`src/rtl/gate_unit_arbiter_pkg.sv`:
```
// Shared types for the gate-unit arbiter: opcodes and FSM states.
// Imported by the arbiter top and its gate ALU.
package gate_unit_arbiter_pkg;

  typedef enum logic [1:0] {
    OP_NOT = 2'b00,
    OP_AND = 2'b01,
    OP_OR  = 2'b10,
    OP_XOR = 2'b11
  } op_e;

  typedef enum logic [1:0] {
    ST_IDLE = 2'b00,
    ST_EXEC = 2'b01,
    ST_RESP = 2'b10
  } state_e;

endpackage

```
`src/rtl/gate_alu.sv`:
```
// Combinational bitwise gate unit built from gate primitives.
// A 4:1 mux on the opcode picks NOT/AND/OR/XOR.
module gate_alu
  import gate_unit_arbiter_pkg::*;
#(
  parameter int WIDTH = 8
) (
  input  logic [1:0]       op_i,
  input  logic [WIDTH-1:0] a_i,
  input  logic [WIDTH-1:0] b_i,
  output logic [WIDTH-1:0] y_o
);

  logic [WIDTH-1:0] n_w;
  logic [WIDTH-1:0] and_w;
  logic [WIDTH-1:0] or_w;
  logic [WIDTH-1:0] xor_w;

  for (genvar i = 0; i < WIDTH; i++) begin : g_bit
    not u_not (n_w[i], a_i[i]);
    and u_and (and_w[i], a_i[i], b_i[i]);
    or  u_or  (or_w[i], a_i[i], b_i[i]);
    xor u_xor (xor_w[i], a_i[i], b_i[i]);
  end

  always_comb begin
    y_o = '0;
    unique case (op_e'(op_i))
      OP_NOT: y_o = n_w;
      OP_AND: y_o = and_w;
      OP_OR:  y_o = or_w;
      OP_XOR: y_o = xor_w;
    endcase
  end

endmodule

```
`src/rtl/gate_unit_arbiter.sv`:
```
// Round-robin arbiter sharing one gate ALU between N_REQ requesters.
// One operation in flight: IDLE grant -> EXEC compute -> RESP hold.
module gate_unit_arbiter
  import gate_unit_arbiter_pkg::*;
#(
  parameter int N_REQ = 4,
  parameter int WIDTH = 8,
  parameter int ID_W  = 2,
  parameter int CNT_W = 16
) (
  input  logic                   clk,
  input  logic                   rst_n,
  input  logic [N_REQ-1:0]       req_valid,
  output logic [N_REQ-1:0]       req_ready,
  input  logic [2*N_REQ-1:0]     req_op,
  input  logic [WIDTH*N_REQ-1:0] req_a,
  input  logic [WIDTH*N_REQ-1:0] req_b,
  output logic                   rsp_valid,
  input  logic                   rsp_ready,
  output logic [WIDTH-1:0]       rsp_data,
  output logic [ID_W-1:0]        rsp_id,
  output logic [CNT_W-1:0]       op_count,
  output logic                   busy
);

  state_e           state_q, state_d;
  logic [ID_W-1:0]  rr_q, rr_d;
  logic [ID_W-1:0]  id_q;
  logic [1:0]       op_q;
  logic [WIDTH-1:0] a_q, b_q;
  logic [WIDTH-1:0] rsp_data_q;
  logic             rsp_valid_q;
  logic [ID_W-1:0]  rsp_id_q;
  logic [CNT_W-1:0] cnt_q;

  logic [ID_W-1:0]  win;
  logic             found;
  logic [ID_W:0]    scan;
  logic [ID_W:0]    nxt;
  logic             hs;
  logic             acc;
  logic [1:0]       sel_op;
  logic [WIDTH-1:0] sel_a, sel_b;
  logic [WIDTH-1:0] alu_y;

  // First valid requester at or after rr_q, modulo N_REQ.
  always_comb begin
    found = 1'b0;
    win   = '0;
    scan  = '0;
    for (int k = 0; k < N_REQ; k++) begin
      scan = {1'b0, rr_q} + (ID_W+1)'(k);
      if (scan >= (ID_W+1)'(N_REQ)) scan = scan - (ID_W+1)'(N_REQ);
      if (!found && req_valid[scan[ID_W-1:0]]) begin
        found = 1'b1;
        win   = scan[ID_W-1:0];
      end
    end
  end

  always_comb begin
    sel_op = '0;
    sel_a  = '0;
    sel_b  = '0;
    for (int i = 0; i < N_REQ; i++) begin
      if (ID_W'(i) == win) begin
        sel_op = req_op[2*i +: 2];
        sel_a  = req_a[WIDTH*i +: WIDTH];
        sel_b  = req_b[WIDTH*i +: WIDTH];
      end
    end
  end

  assign hs  = (state_q == ST_IDLE) && found;
  assign acc = (state_q == ST_RESP) && rsp_ready;

  always_comb begin
    req_ready = '0;
    if (rst_n && hs) req_ready[win] = 1'b1;
  end

  always_comb begin
    nxt = {1'b0, id_q} + (ID_W+1)'(1);
    if (nxt >= (ID_W+1)'(N_REQ)) nxt = '0;
  end

  always_comb begin
    state_d = state_q;
    rr_d    = rr_q;
    case (state_q)
      ST_IDLE: if (hs) state_d = ST_EXEC;
      ST_EXEC: state_d = ST_RESP;
      ST_RESP: begin
        if (rsp_ready) begin
          state_d = ST_IDLE;
          rr_d    = nxt[ID_W-1:0];
        end
      end
      default: state_d = ST_IDLE;
    endcase
  end

  gate_alu #(
    .WIDTH(WIDTH)
  ) u_alu (
    .op_i(op_q),
    .a_i (a_q),
    .b_i (b_q),
    .y_o (alu_y)
  );

  always_ff @(posedge clk or negedge rst_n) begin
    if (!rst_n) begin
      state_q     <= ST_IDLE;
      rr_q        <= '0;
      id_q        <= '0;
      op_q        <= '0;
      a_q         <= '0;
      b_q         <= '0;
      rsp_data_q  <= '0;
      rsp_valid_q <= 1'b0;
      rsp_id_q    <= '0;
      cnt_q       <= '0;
    end else begin
      state_q <= state_d;
      rr_q    <= rr_d;
      if (hs) begin
        op_q <= sel_op;
        a_q  <= sel_a;
        b_q  <= sel_b;
        id_q <= win;
      end
      if (state_q == ST_EXEC) begin
        rsp_data_q  <= alu_y;
        rsp_valid_q <= 1'b1;
        rsp_id_q    <= id_q;
      end
      if (acc) begin
        rsp_valid_q <= 1'b0;
        cnt_q       <= cnt_q + CNT_W'(1);
      end
    end
  end

  assign rsp_valid = rsp_valid_q;
  assign rsp_data  = rsp_data_q;
  assign rsp_id    = rsp_id_q;
  assign op_count  = cnt_q;
  assign busy      = (state_q != ST_IDLE);

endmodule
```
`config.mk`:
```
export PLATFORM = sky130hd
export DESIGN_NAME = gate_unit_arbiter
export DESIGN_NICKNAME = d
export VERILOG_FILES = /design/src/rtl/gate_unit_arbiter_pkg.sv /design/src/rtl/gate_alu.sv /design/src/rtl/gate_unit_arbiter.sv
export SDC_FILE = /design/constraint.sdc
export NUM_CORES = 1
export LEC_CHECK = 0
export BUFFER_PORTS_ARGS = -buffer_cell sky130_fd_sc_hd__buf_2
export CAP_MARGIN = 30
export CORE_MARGIN = 5
export CORE_UTILIZATION = 51
export DETAILED_ROUTE_END_ITERATION = 16
export HOLD_SLACK_MARGIN = 0.03
export PLACE_DENSITY = 0.83
export SYNTH_ARGS = -nofsm -noshare
export SYNTH_HDL_FRONTEND = slang
export SYNTH_HIERARCHICAL = 1
export SYNTH_SLANG_ARGS = --single-unit
```
`constraint.sdc`:
```
create_clock -name clk -period 2.35 [get_ports clk]
set_input_delay 0.47 -clock clk [delete_from_list [all_inputs] [get_ports clk]]
set_output_delay 0.47 -clock clk [all_outputs]
set_load 0.03 [all_outputs]
```
# Yosys cells after proc, flatten, opt, wreduce, memory -nomap -nowiden
# Cells that the tools add are included.
# totals
output_inout_bits	32
elab_cells	131
ff_bits	51
# classes
reduce_logical	17
eq_ne	10
bitwise_logic	32
order_cmp	11
mux	42
add_sub_neg	9
# op_table
op	n
8-bit 2-to-1 mux	8
8-bit case mux with 4 select lines	1
2-bit 2-to-1 mux	15
16-bit by 1-bit adder with 16-bit output, second input constant	1
2-bit by 3-bit < comparator with 1-bit output, second input constant	5
3-bit greater-or-equal comparator, second input constant	4
1-bit 2-to-1 mux	11
1-bit AND	8
1-bit binary-select mux with 2-bit select	4
1-bit inverter	8
1-bit bitwise OR	8
2-bit by 1-bit subtractor with 2-bit output, second input constant	4
1-bit bitwise XOR	8
1-bit logical AND	7
2-bit by 1-bit adder with 3-bit output, second input constant	2
2-bit by 2-bit adder with 3-bit output, second input constant	2
2-bit == test, second input constant	3
2-bit logical NOT	3
2-bit case mux with 3 select lines	1
2-bit by 1-bit == test with 1-bit output, second input constant	2
2-bit == test, first input constant	2
4-bit 2-to-1 mux	1
2-bit inequality test, second input constant	2
2-bit AND reduction	2
6 further kinds	9

# Depth between registers and ports, before layout
# logic_depth
ltp_word	19
mapped_depth	7
depth_no_buf	6

# By module
# Netlist, hierarchy kept.
# modules_own_cells
mod	area_per_inst_um2	instances	cells_each
gate_unit_arbiter	2763.9	1	272
gate_alu	493.0	1	50

# Worst setup path after synthesis
# No wires, ideal clock.
# synth_path
kind	input to output
start	in req_valid[0]
end	out req_ready[1]
n_path_buf	2
arrival_ps	1998
cell_stages	6
path_slack_ps	-118
t_required_ps	1880
path_cell_list	nor2b_1 -> nor4_2 -> nor2_1 -> buf_4 -> buf_4 -> nor3_1
# synth_via
elab_chain_cells	17
elab_cells_between_ends	30
# synth_rtl
element	line	rtl
start, declared	gate_unit_arbiter.sv:13	input logic [N_REQ-1:0] req_valid,
1-bit binary-select mux with 2-bit select	gate_unit_arbiter.sv:54	if (!found && req_valid[scan[ID_W-1:0]]) begin
1-bit 2-to-1 mux (implied by the code)	gate_unit_arbiter.sv:54	
1-bit 2-to-1 mux	gate_unit_arbiter.sv:54	
1-bit logical NOT	gate_unit_arbiter.sv:54	
1-bit logical AND	gate_unit_arbiter.sv:54	
1-bit 2-to-1 mux	gate_unit_arbiter.sv:54	
1-bit logical NOT	gate_unit_arbiter.sv:54	
1-bit logical AND	gate_unit_arbiter.sv:54	
1-bit 2-to-1 mux	gate_unit_arbiter.sv:54	
1-bit logical NOT	gate_unit_arbiter.sv:54	
1-bit logical AND	gate_unit_arbiter.sv:54	
2-bit 2-to-1 mux	gate_unit_arbiter.sv:54	
2-bit by 3-bit < comparator with 1-bit output (implied by the code) / 2-bit by 1-bit greater-or-equal comparator with 1-bit output (equally long branches)	gate_unit_arbiter.sv:79	if (rst_n && hs) req_ready[win] = 1'b1;
1-bit logical AND (implied by the code)	gate_unit_arbiter.sv:79	
1-bit 2-to-1 mux (implied by the code)	gate_unit_arbiter.sv:79	
1-bit demux with 2-bit select	gate_unit_arbiter.sv:79	
4-bit 2-to-1 mux (*)	gate_unit_arbiter.sv:79	
end, declared	gate_unit_arbiter.sv:14	output logic [N_REQ-1:0] req_ready,
# Mark *: on every way between the ends. The rest lies on a longest branch, timed or not. The select of a mux whose other input is x is not followed.

# Final worst setup path
# layout_path
start	reg rr_q[1]
end	out req_ready[2]
# layout_via
elab_chain_cells	19
elab_cells_between_ends	45
# layout_rtl
element	line	rtl
start, declared	gate_unit_arbiter.sv:27	logic [ID_W-1:0] rr_q, rr_d;
start signal, assigned	gate_unit_arbiter.sv:126	rr_q <= rr_d;
branches (longest 18 deep; another with 2-bit by 1-bit adder with 3-bit output)	--	
4-bit 2-to-1 mux (*)	gate_unit_arbiter.sv:79	
# Every way passes the cells marked *. The select of a mux whose other input is x is not followed.

==> results.md <==
* Power Internal at 0.00264 W
* Slew Viols, Final at 0
* Status: finished, final reports clean
* Max-slew headroom at 0.574
* Setup TNS at 0 ns
* Max cap viols at 0
* Worst Path Arrival at 1.76 ns
* Die area at 8080 um2
* Dpl hpwl at 6350 um
* Vias/cell at around 5.5
* Hold WC Path Type: input pin to asynchronous set/reset pin
* Initial Util at 0.519
* Remaining global-route overflow at 0
* Critical path class: flip-flop to output port
* Most common cell after layout, fill and taps aside: buf_2
* Multi-input logic area at 1800 um2
* Post-route clock period utilization at 0.949
* Routed WL at 8140 um
* Clock-pin slew on the worst setup and hold paths at 0.09 ns
* Hold WS at around 0.33 ns
* Synth top area share at 0.392
* Post-synthesis mux area share at 0.0899
* FFs w/ async S/R, synth at 1.00
* Final Instance Area at 4050 um2
* Largest net degree at the start of global routing at 52
* Clock buffer depth at 2
* Clock power frac at 0.103
* Combinational share of power at 0.565
* Worst path max stage delay at roughly 0.43 ns
* Routability cong. at about 0.8
* Clk_skew at 0.00351 ns
* Minimum clock period at 2.23 ns
* Routed Antenna Nets at 0
* VDD IR max at 0.750 mV
* Synth Warn # at 6
* Worst slew pin tran at 0.639 ns
* Crit path depth at 5
* Sw Share at 0.438
* Vias at 2829
* Setup crit start kind: flip-flop
* Synthesis-stage register bit count at a little over 50
* Largest family of logic cells by synthesized area: simple AND/OR/NAND/NOR gates
* Skew-Pair Late Insertion Delay at 0.29 ns
* CTS Buf Count at 5
* CP Buf/Inv Count at 1
* Total Routing Usage GR at 0.196
* R2R Path End: a_q[1]$_DFFE_PN0P_
* DRC viols at 0
* I/O pins at 111
* H-tree levels at 2
* Standard-cell rows at 29
* Nets at 535
* Crit Reg-Reg Startpoint: rr_q[0]$_DFFE_PN0P_
* Hold_buf cts at 0
* Post-synthesis compound-gate area fraction at 0.157
* RSZ-0062 raised after global routing: no
* Req. time, crit path at 1.88 ns
* Synth cell types at just over 40
* CTS Sinks at 51
* Critical Path End Type: output port
* Part of the power in registers at 0.332
* Adder-cell share of the synthesized area at 0.0692
* Post-synthesis xor/xnor area fraction at 0.0403
* NetSw at about 0.0021 W
* Finish-stage setup viols at 0
* Area delta synth->final at 24.3%
* Synth Net Count at 419
* R2r setup slk at between 0.3 and 0.4 ns
* Ant diodes at 0
* Final core occ at 0.645
* Launch point of the worst path: rr_q[1]$_DFFE_PN0P_
* Layout cells sized above 1 at 0.410
* Most frequent cells in the layout: buf_2, nand2_1, dfrtp_1
* FF-to-FF path depth at 7
* CP Cell Sequence: a21oi_2 -> nor3b_2 -> or3_4 -> nor3_2 -> clkbuf_4
* Root Buffer: clkbuf_8
* Synth Instances at 322
* Wirelength per Cell at 15.8 um
* CP Max Fanout at 3
* DRT Pass-1 Iters at 4
* EDFF count, synth at 0
* Post-synthesis sequential area ratio at 0.392
* Primary FF master, synth: dfrtp_1
* Global-route wire length before repair at between 10000 and 15000 um
* Number of post-CTS setup repair buffers at 0
* Die extent in y at 89.9 um
* Setup crit end: req_ready[2]
* Slowest-stage cell, CP: or3_4
* Register Area at around 1300 um2
* F_max at 448 MHz
* Layout fillers at between 500 and 600
* Die Span X at roughly 90 um
* Area after DPL at 3930 um2
* Pleak at 2.01 nW
* Cell area power density at 1160 nW/um2
* Initial DRC Count at 103
* Crit path max-delay family: simple AND/OR/NAND/NOR gates
* Initial antenna violation count at 0
* Synth area leader: dfrtp_1
* Synth Area in Simple Gates at 0.187
* Number of global-route vias before repair at 2823
* Port bufs at 110
* TritonCTS clock tree: built
* Ranking of synthesized cells by area: dfrtp_1, ha_1, nand2_1
* Post-Syn Area at about 3300 um2
* Core Area at about 6300 um2
* Syn_area_per_cell at 10.1 um2
* Number of hold violations in the final report at 0
## routing by layer
layer  up-vias  GRT usage  part of all wire
li1       1358          -                 -
met1      1378      0.268              0.45
met2        87      0.322              0.49
met3         6     0.0442             0.057
met4         0     0.0360            0.0071
met5         -          0                 0
## Yosys cell counts, drive strengths merged, types with 3 or more instances
library cell,count
nor2,31
xnor2,8
buf,11
xor2,7
nor3,8
dfrtp,51
o31ai,3
ha,18
a311oi,18
nor2b,21
nand3,6
nand2,52
clkbuf,4
mux2,10
inv,30
a221oi,18
mux4,8
## cells by family (layout without fill, tap and decap cells)
| family | Yosys count | after routing |
|---|---|---|
| xor+xnor | 15 | 15 |
| buf+inv | 45 | 162 |
| fa+ha+maj | 18 | 18 |
| mux | 18 | 18 |
| simple gates | 128 | 128 |
| flops | 51 | 51 |
| compound gates | 47 | 47 |
## final cells by class
type | count | area share
clock buffer | 6 | 0.0179
clock inverter | 2 | 0.00309
inverter | 30 | 0.0278
multi-input combinational | 226 | 0.445
sequential | 51 | 0.316
tap | 77 | 0.0238
timing repair buffer | 124 | 0.167
## how the worst min path moves through the flow
stage,cells past startpoint,to,start
after CTS,2,op_count[4]$_DFFE_PN0P_,rst_n
after global placement,1,op_count[15]$_DFFE_PN0P_,op_count[15]$_DFFE_PN0P_
after global routing,2,op_count[6]$_DFFE_PN0P_,rst_n
after floorplan,0,a_q[0]$_DFFE_PN0P_,rst_n
after detailed placement,1,op_count[14]$_DFFE_PN0P_,op_count[14]$_DFFE_PN0P_
final,2,a_q[1]$_DFFE_PN0P_,rst_n
## flip-flops by register name (all words and copies together) (netlist names)
signal / flops
op_count: 16
a_q: 8
b_q: 8
rsp_data: 8
id_q: 2
op_q: 2
rr_q: 2
rsp_id: 2
state_q: 2
rsp_valid: 1
## power by group through the flow
stage	logic [W]	registers [W]	clock network, W
final	0.00266	0.00156	0.000486
after global routing	0.00291	0.00161	0.000533
after CTS	0.00266	0.00155	0.000499
after global placement	0.00253	0.00155	0
after detailed placement	0.00265	0.00157	0
after floorplan	0.00181	0.00170	0
## through the flow
| step | setup slack (ns) | power [W] | std cells |
|---|---|---|---|
| after CTS | 0.00798 | 0.00471 | 516 |
| after global routing | 0.0139 | 0.00505 | 516 |
| after global placement | 0.143 | 0.00408 | 508 |
| after floorplan | -0.118 | 0.00351 | 322 |
| after detailed placement | 0.104 | 0.00422 | 508 |
| final | 0.120 | 0.00470 | 516 |
## worst reg2reg max path: cells and delay by family, from the launching register on
family / cells / cell delay (ns)
AO/OA/AOI/OAI: 2 / 0.60
buffers and inverters: 2 / 0.33
flip-flops: 1 / 0.42
AND/OR/NAND/NOR: 3 / 0.49
## repair_timing
action                                  4_1_cts  5_1_grt
gates resized for setup                       1        9
pin swaps                                     0        0
endpoints found under the setup margin        4        4
Power figures use the tool's default switching activity.
